$ cat config.mk
export PLATFORM = sky130hd
export DESIGN_NAME = fir_coef_loader
export DESIGN_NICKNAME = d
export VERILOG_FILES = /design/src/rtl/fir_pkg.sv /design/src/rtl/fir_coef_ram.sv /design/src/rtl/fir_coef_loader.sv
export SDC_FILE = /design/constraint.sdc
export NUM_CORES = 1
export LEC_CHECK = 0
export ABC_AREA = 1
export BUFFER_PORTS_ARGS = -buffer_cell sky130_fd_sc_hd__buf_2
export CAP_MARGIN = 20
export CORE_ASPECT_RATIO = 1.75
export CORE_UTILIZATION = 44
export CTS_CLUSTER_SIZE = 20
export DETAILED_ROUTE_END_ITERATION = 10
export GPL_TIMING_DRIVEN = 0
export SYNTH_ARGS = -nofsm -noshare
export SYNTH_HDL_FRONTEND = slang
export SYNTH_SLANG_ARGS = --single-unit
$ cat constraint.sdc
create_clock -name clk2 -period 7.8 [get_ports clk2]
set_input_delay 1.95 -clock clk2 [delete_from_list [all_inputs] [get_ports clk2]]
set_output_delay 1.95 -clock clk2 [all_outputs]
set_load 0.005 [all_outputs]
$ cat src/rtl/fir_pkg.sv
// Shared constants and types for the FIR coefficient path.
// Tap count, coefficient width/type, loader state encoding.
package fir_pkg;

  localparam int N_TAPS = 64;
  localparam int COEF_W = 16;
  localparam int AW     = 6;

  typedef logic signed [COEF_W-1:0] coef_t;

  typedef enum logic [1:0] {
    FILL   = 2'd0,
    FULL   = 2'd1,
    STREAM = 2'd2,
    DONE   = 2'd3
  } ld_state_e;

endpackage

$ cat src/rtl/fir_coef_ram.sv
// N_TAPS x COEF_W coefficient register file.
// Ports: clk2, we/waddr/wdata sync write, raddr/rdata comb read.
module fir_coef_ram
  import fir_pkg::*;
(
  input  logic          clk2,
  input  logic          we,
  input  logic [AW-1:0] waddr,
  input  coef_t         wdata,
  input  logic [AW-1:0] raddr,
  output coef_t         rdata
);

  coef_t mem [N_TAPS];

  always_ff @(posedge clk2) begin
    if (we) mem[waddr] <= wdata;
  end

  assign rdata = mem[raddr];

endmodule

$ cat src/rtl/fir_coef_loader.sv
// Buffers N_TAPS coefficients from a valid/ready stream and replays them
// one per clk2 onto ALU b, then holds b_valid. Macro: FIR_COEF_PARITY_EN.
// Ports: clk2, ALU_restn, s_valid/s_data/s_ready (+s_parity), load_start,
// clear, b, b_strobe, b_valid, busy, err.
module fir_coef_loader
  import fir_pkg::*;
(
  input  logic              clk2,
  input  logic              ALU_restn,
  input  logic              s_valid,
  input  logic [COEF_W-1:0] s_data,
`ifdef FIR_COEF_PARITY_EN
  input  logic              s_parity,
`endif
  output logic              s_ready,
  input  logic              load_start,
  input  logic              clear,
  output logic [COEF_W-1:0] b,
  output logic              b_strobe,
  output logic              b_valid,
  output logic              busy,
  output logic              err
);

  localparam logic [AW-1:0] LAST = AW'(N_TAPS - 1);

  ld_state_e     state;
  logic [AW-1:0] wr_ptr;
  logic [AW-1:0] rd_ptr;
  logic          last;
  logic          par_ok;
  logic          accept;
  logic          wr_en;
  coef_t         rd_data;

`ifdef FIR_COEF_PARITY_EN
  assign par_ok = (s_parity == ^s_data);
`else
  assign par_ok = 1'b1;
`endif

  assign s_ready = (state == FILL);
  assign busy    = (state == STREAM);
  assign accept  = s_valid && s_ready && !clear;
  assign wr_en   = accept && par_ok;

  fir_coef_ram u_ram (
    .clk2  (clk2),
    .we    (wr_en),
    .waddr (wr_ptr),
    .wdata (coef_t'(s_data)),
    .raddr (rd_ptr),
    .rdata (rd_data)
  );

  // last marks that tap N_TAPS-1 is already on b, so the next
  // edge closes the replay without rd_ptr wrapping.
  always_ff @(posedge clk2 or negedge ALU_restn) begin
    if (!ALU_restn) begin
      state    <= FILL;
      wr_ptr   <= '0;
      rd_ptr   <= '0;
      last     <= 1'b0;
      b        <= '0;
      b_strobe <= 1'b0;
      b_valid  <= 1'b0;
      err      <= 1'b0;
    end else if (clear) begin
      state    <= FILL;
      wr_ptr   <= '0;
      rd_ptr   <= '0;
      last     <= 1'b0;
      b        <= '0;
      b_strobe <= 1'b0;
      b_valid  <= 1'b0;
      err      <= 1'b0;
    end else begin
      unique case (state)
        FILL: begin
          if (wr_en) begin
            if (wr_ptr == LAST) state <= FULL;
            else wr_ptr <= wr_ptr + AW'(1);
          end
`ifdef FIR_COEF_PARITY_EN
          if (accept && !par_ok) err <= 1'b1;
`endif
        end
        FULL: begin
          if (load_start && !err) begin
            state  <= STREAM;
            rd_ptr <= '0;
            last   <= 1'b0;
          end
        end
        STREAM: begin
          if (!last) begin
            b        <= rd_data;
            b_strobe <= 1'b1;
            if (rd_ptr == LAST) last <= 1'b1;
            else rd_ptr <= rd_ptr + AW'(1);
          end else begin
            b_strobe <= 1'b0;
            b_valid  <= 1'b1;
            state    <= DONE;
          end
        end
        DONE: begin
        end
      endcase
    end
  end

endmodule

==> results.toml <==
[outcome]
status = "completed"

[critical_path]
cpPeakStageDelay_ns = 0.95
crit_required_ns = 8.22
cpMaxStageDelayCell = "nor2_2"
critical-path-top-delay-family = "simple AND/OR/NAND/NOR gates"
cp-end-kind = "flop"
path_max_fanout = 10
cp_common_cell = "nor2_2"
criticalPathCategory = "input pin to flop"
cp_cell_sequence = "buf_2, nand2_1, nor2_2, nand4_1, nor2_2, buf_8"
arrival_ns = 4.63
startpoint_type = "input pin"
path_buf_inv = 2

[placed_design]
gp_congestion = 1.05
portBuffers = 39
postPlaceCellArea_um2 = 47600
place_hpwl_um = 110000

[route]
avgViaCountPerCell = 5.43
drcViolationCount = 0
ant_nets = 0
routedWlPerCell_um = 27.1
drtIter0Drc = 3528
wl_um = 154000
num_vias = 30800
firstDrtPassIters = 5

[timing]
final_hold_viol_count = 0
rsz0062_at_grt = "no"
slew-limit-headroom = 0.241
fmax_ghz = 0.238
clock_skew_ns = 0.0248
worstMarginPinSlew_ns = 1.14
slew_viol_final = 0
timing.final.crit_share = 0.539
finalSetupViolCount = 0
fin_setup_tns_ns = 0
fin_crit_ns = 4.21

[floorplan]
initial_core_util = 0.445
die_w_um = 242
core-area_um2 = 99500
die_area_um2 = 102000
num_rows = 153
dieHeight_um = 422
ios = 42

[synth]
synth_cells = 4059
ys_types = 27
yosysTopAreaCellShare = 0.694
synth_edf_count = 1024
yosysMostFrequentCell = "nand2_1"
netlist_area_um2 = 44300
yosysTopAreaCell = "edfxtp_1"
ys_seq_elements = 1057
avgSynthCellArea_um2 = 10.9
synth_area_leaders = "edfxtp_1 69%, nand2_1 12%, nand3_1 6.3%, inv_1 2.9%, nor2_1 1.9%"
ys_async_sr_fraction = 0.0312
yosys_most_used_dff = "edfxtp_1"
synth.net_count = 4086
ys_warn_count = 0
synthTopCellsByCount = "1447 x nand2_1, 1024 x edfxtp_1, 560 x nand3_1"
ys_seq_area_frac = 0.712

[power]
powerDensity_nw_per_um2 = 260
p_leak_nw = 19.7
vdd_drop_max_mv = 0.179

[grt]
grt_antenna_before_repair = 6
grt_max_degree = 65
grt_overflow = 0
track_usage = 0.301
grt_pass1_wl_um = 215000
grt_pass1_vias = 29700

[clock_tree]
cts_root_buf = "clkbuf_16"
ctsHoldBuffers = 0
post_cts_resized = 0
clk_latency_ns = 0.73
cts_setup_buffers = 0
cts_tree = "built"
clock_path_buffers = 3
cts_buffers = 92
cts_max_level = 3
clk_pin_slew_worst_paths_ns = 0.07
cts.sinks = 1057

[job]
cap_violations = 0

[final_layout]
finalInstanceArea_um2 = 50700
synthToLayoutAreaGrowth_pct = 14.4
nNetsFinal = 4295
multi_input_area_um2 = 10500
drive_above_1_share = 0.115
fillers = 8775
regArea_um2 = 31600

[hold_path]
min_path_type = "flop to flop"
## metrics by stage
stage          setup WS (ns)  utilization  hold WS [ns]  power (mW)  instances
6_report                3.59        0.510         0.476        13.2       5667
4_1_cts                 3.77        0.510         0.483        13.2       5665
5_1_grt                 3.59        0.510         0.518        13.5       5665
2_1_floorplan           3.11            -         0.472        7.54       4059
3_3_place_gp            1.02        0.464         0.466        8.45       5415
3_5_place_dp            3.04        0.479         0.465        8.50       5491
## per-layer routing
layer  global-route usage  vias to the layer above  wire length, µm
li1                     -                    14000                -
met1                0.322                    15000            52300
met2                0.521                     1365            76800
met3               0.0500                      431            10400
met4                0.252                        4            14100
met5                    0                        -               31
## sequential cells by signal, summed over array words and instances, names as in the netlist
name       cells
b_valid        1
last           1
wr_ptr         6
rd_ptr         6
b             16
u_ram.mem   1024
b_strobe       1
state          2
## power by group
group,switching (mW),total [mW],internal (mW)
sequential,0.0235,6.29,6.27
combinational,1.60,2.12,0.517
clock,2.12,4.77,2.65
total,3.75,13.2,9.43
## cell type report
type | instances | share of cell area
diodes | 2 | 0.0000987
plain buffers | 222 | 0.0231
clock buffers | 114 | 0.0484
clock inverters | 60 | 0.0123
inverters | 346 | 0.0256
multi-input cells | 2434 | 0.206
flip-flops and latches | 1057 | 0.622
well taps | 1317 | 0.0325
repair buffers | 115 | 0.0291
## worst reg2reg max path, stage by stage (launching register included)
cell and delay [ns]:
dfrtp_1 0.40, inv_1 0.11, ha_1 0.35, nand2_1 0.13, nor2_2 0.31, nand4_1 0.92
nor2_2 0.95, buf_8 0.24
## cell usage in the layout, fill, tap and decap left out, types with 5 or more instances in the layout
| master | netlist | routed |
|---|---|---|
| clkbuf_1 | 41 | 57 |
| clkinv_1 | 1 | 16 |
| dfrtp_1 | 33 | 33 |
| inv_6 | 0 | 6 |
| clkbuf_8 | 0 | 5 |
| buf_6 | 7 | 10 |
| buf_1 | 13 | 13 |
| a21oi_1 | 73 | 73 |
| buf_16 | 0 | 16 |
| o21ai_0 | 34 | 34 |
| clkinv_2 | 0 | 21 |
| nand2_1 | 1447 | 1447 |
| nor2_1 | 229 | 173 |
| bufinv_16 | 0 | 12 |
| clkbuf_16 | 0 | 93 |
| o211ai_1 | 48 | 48 |
| nand3_1 | 560 | 560 |
| edfxtp_1 | 1024 | 1024 |
| inv_1 | 341 | 341 |
| nor2_2 | 2 | 58 |
| nor4_2 | 0 | 6 |
| ha_1 | 6 | 6 |
| buf_4 | 34 | 62 |
| buf_2 | 127 | 150 |
| o21ai_1 | 14 | 14 |
| nand4_1 | 8 | 8 |
| buf_8 | 0 | 45 |
## cell families (layout without fill, tap and decap cells)
logic type | after synthesis | in the layout | synth area share
AO/OA/AOI/OAI | 171 | 171 | 0.0221
other | 1 | 3 | 0.0000846
flip-flops | 1057 | 1057 | 0.712
AND/OR/NAND/NOR | 2256 | 2256 | 0.208
buffers and inverters | 568 | 857 | 0.0557
adder cells (fa/ha/maj) | 6 | 6 | 0.00169
## path summary, 6_finish.rpt
path | from | endpoint | slack (ns) | depth (start not counted)
worst max-delay path | s_valid | u_ram.mem[45][13] | 3.59 | 6
worst min-delay path | b[15] | b[15] | 0.48 | 2
worst max register to register | state[0] | u_ram.mem[45][13] | 4.09 | 7
worst min register to register | b[15] | b[15] | 0.48 | 2
max in group asynchronous | ALU_restn | b[0] | 5.76 | 1
min in group asynchronous | ALU_restn | state[0] | 1.38 | 1
(Power assumes the default switching activity.)
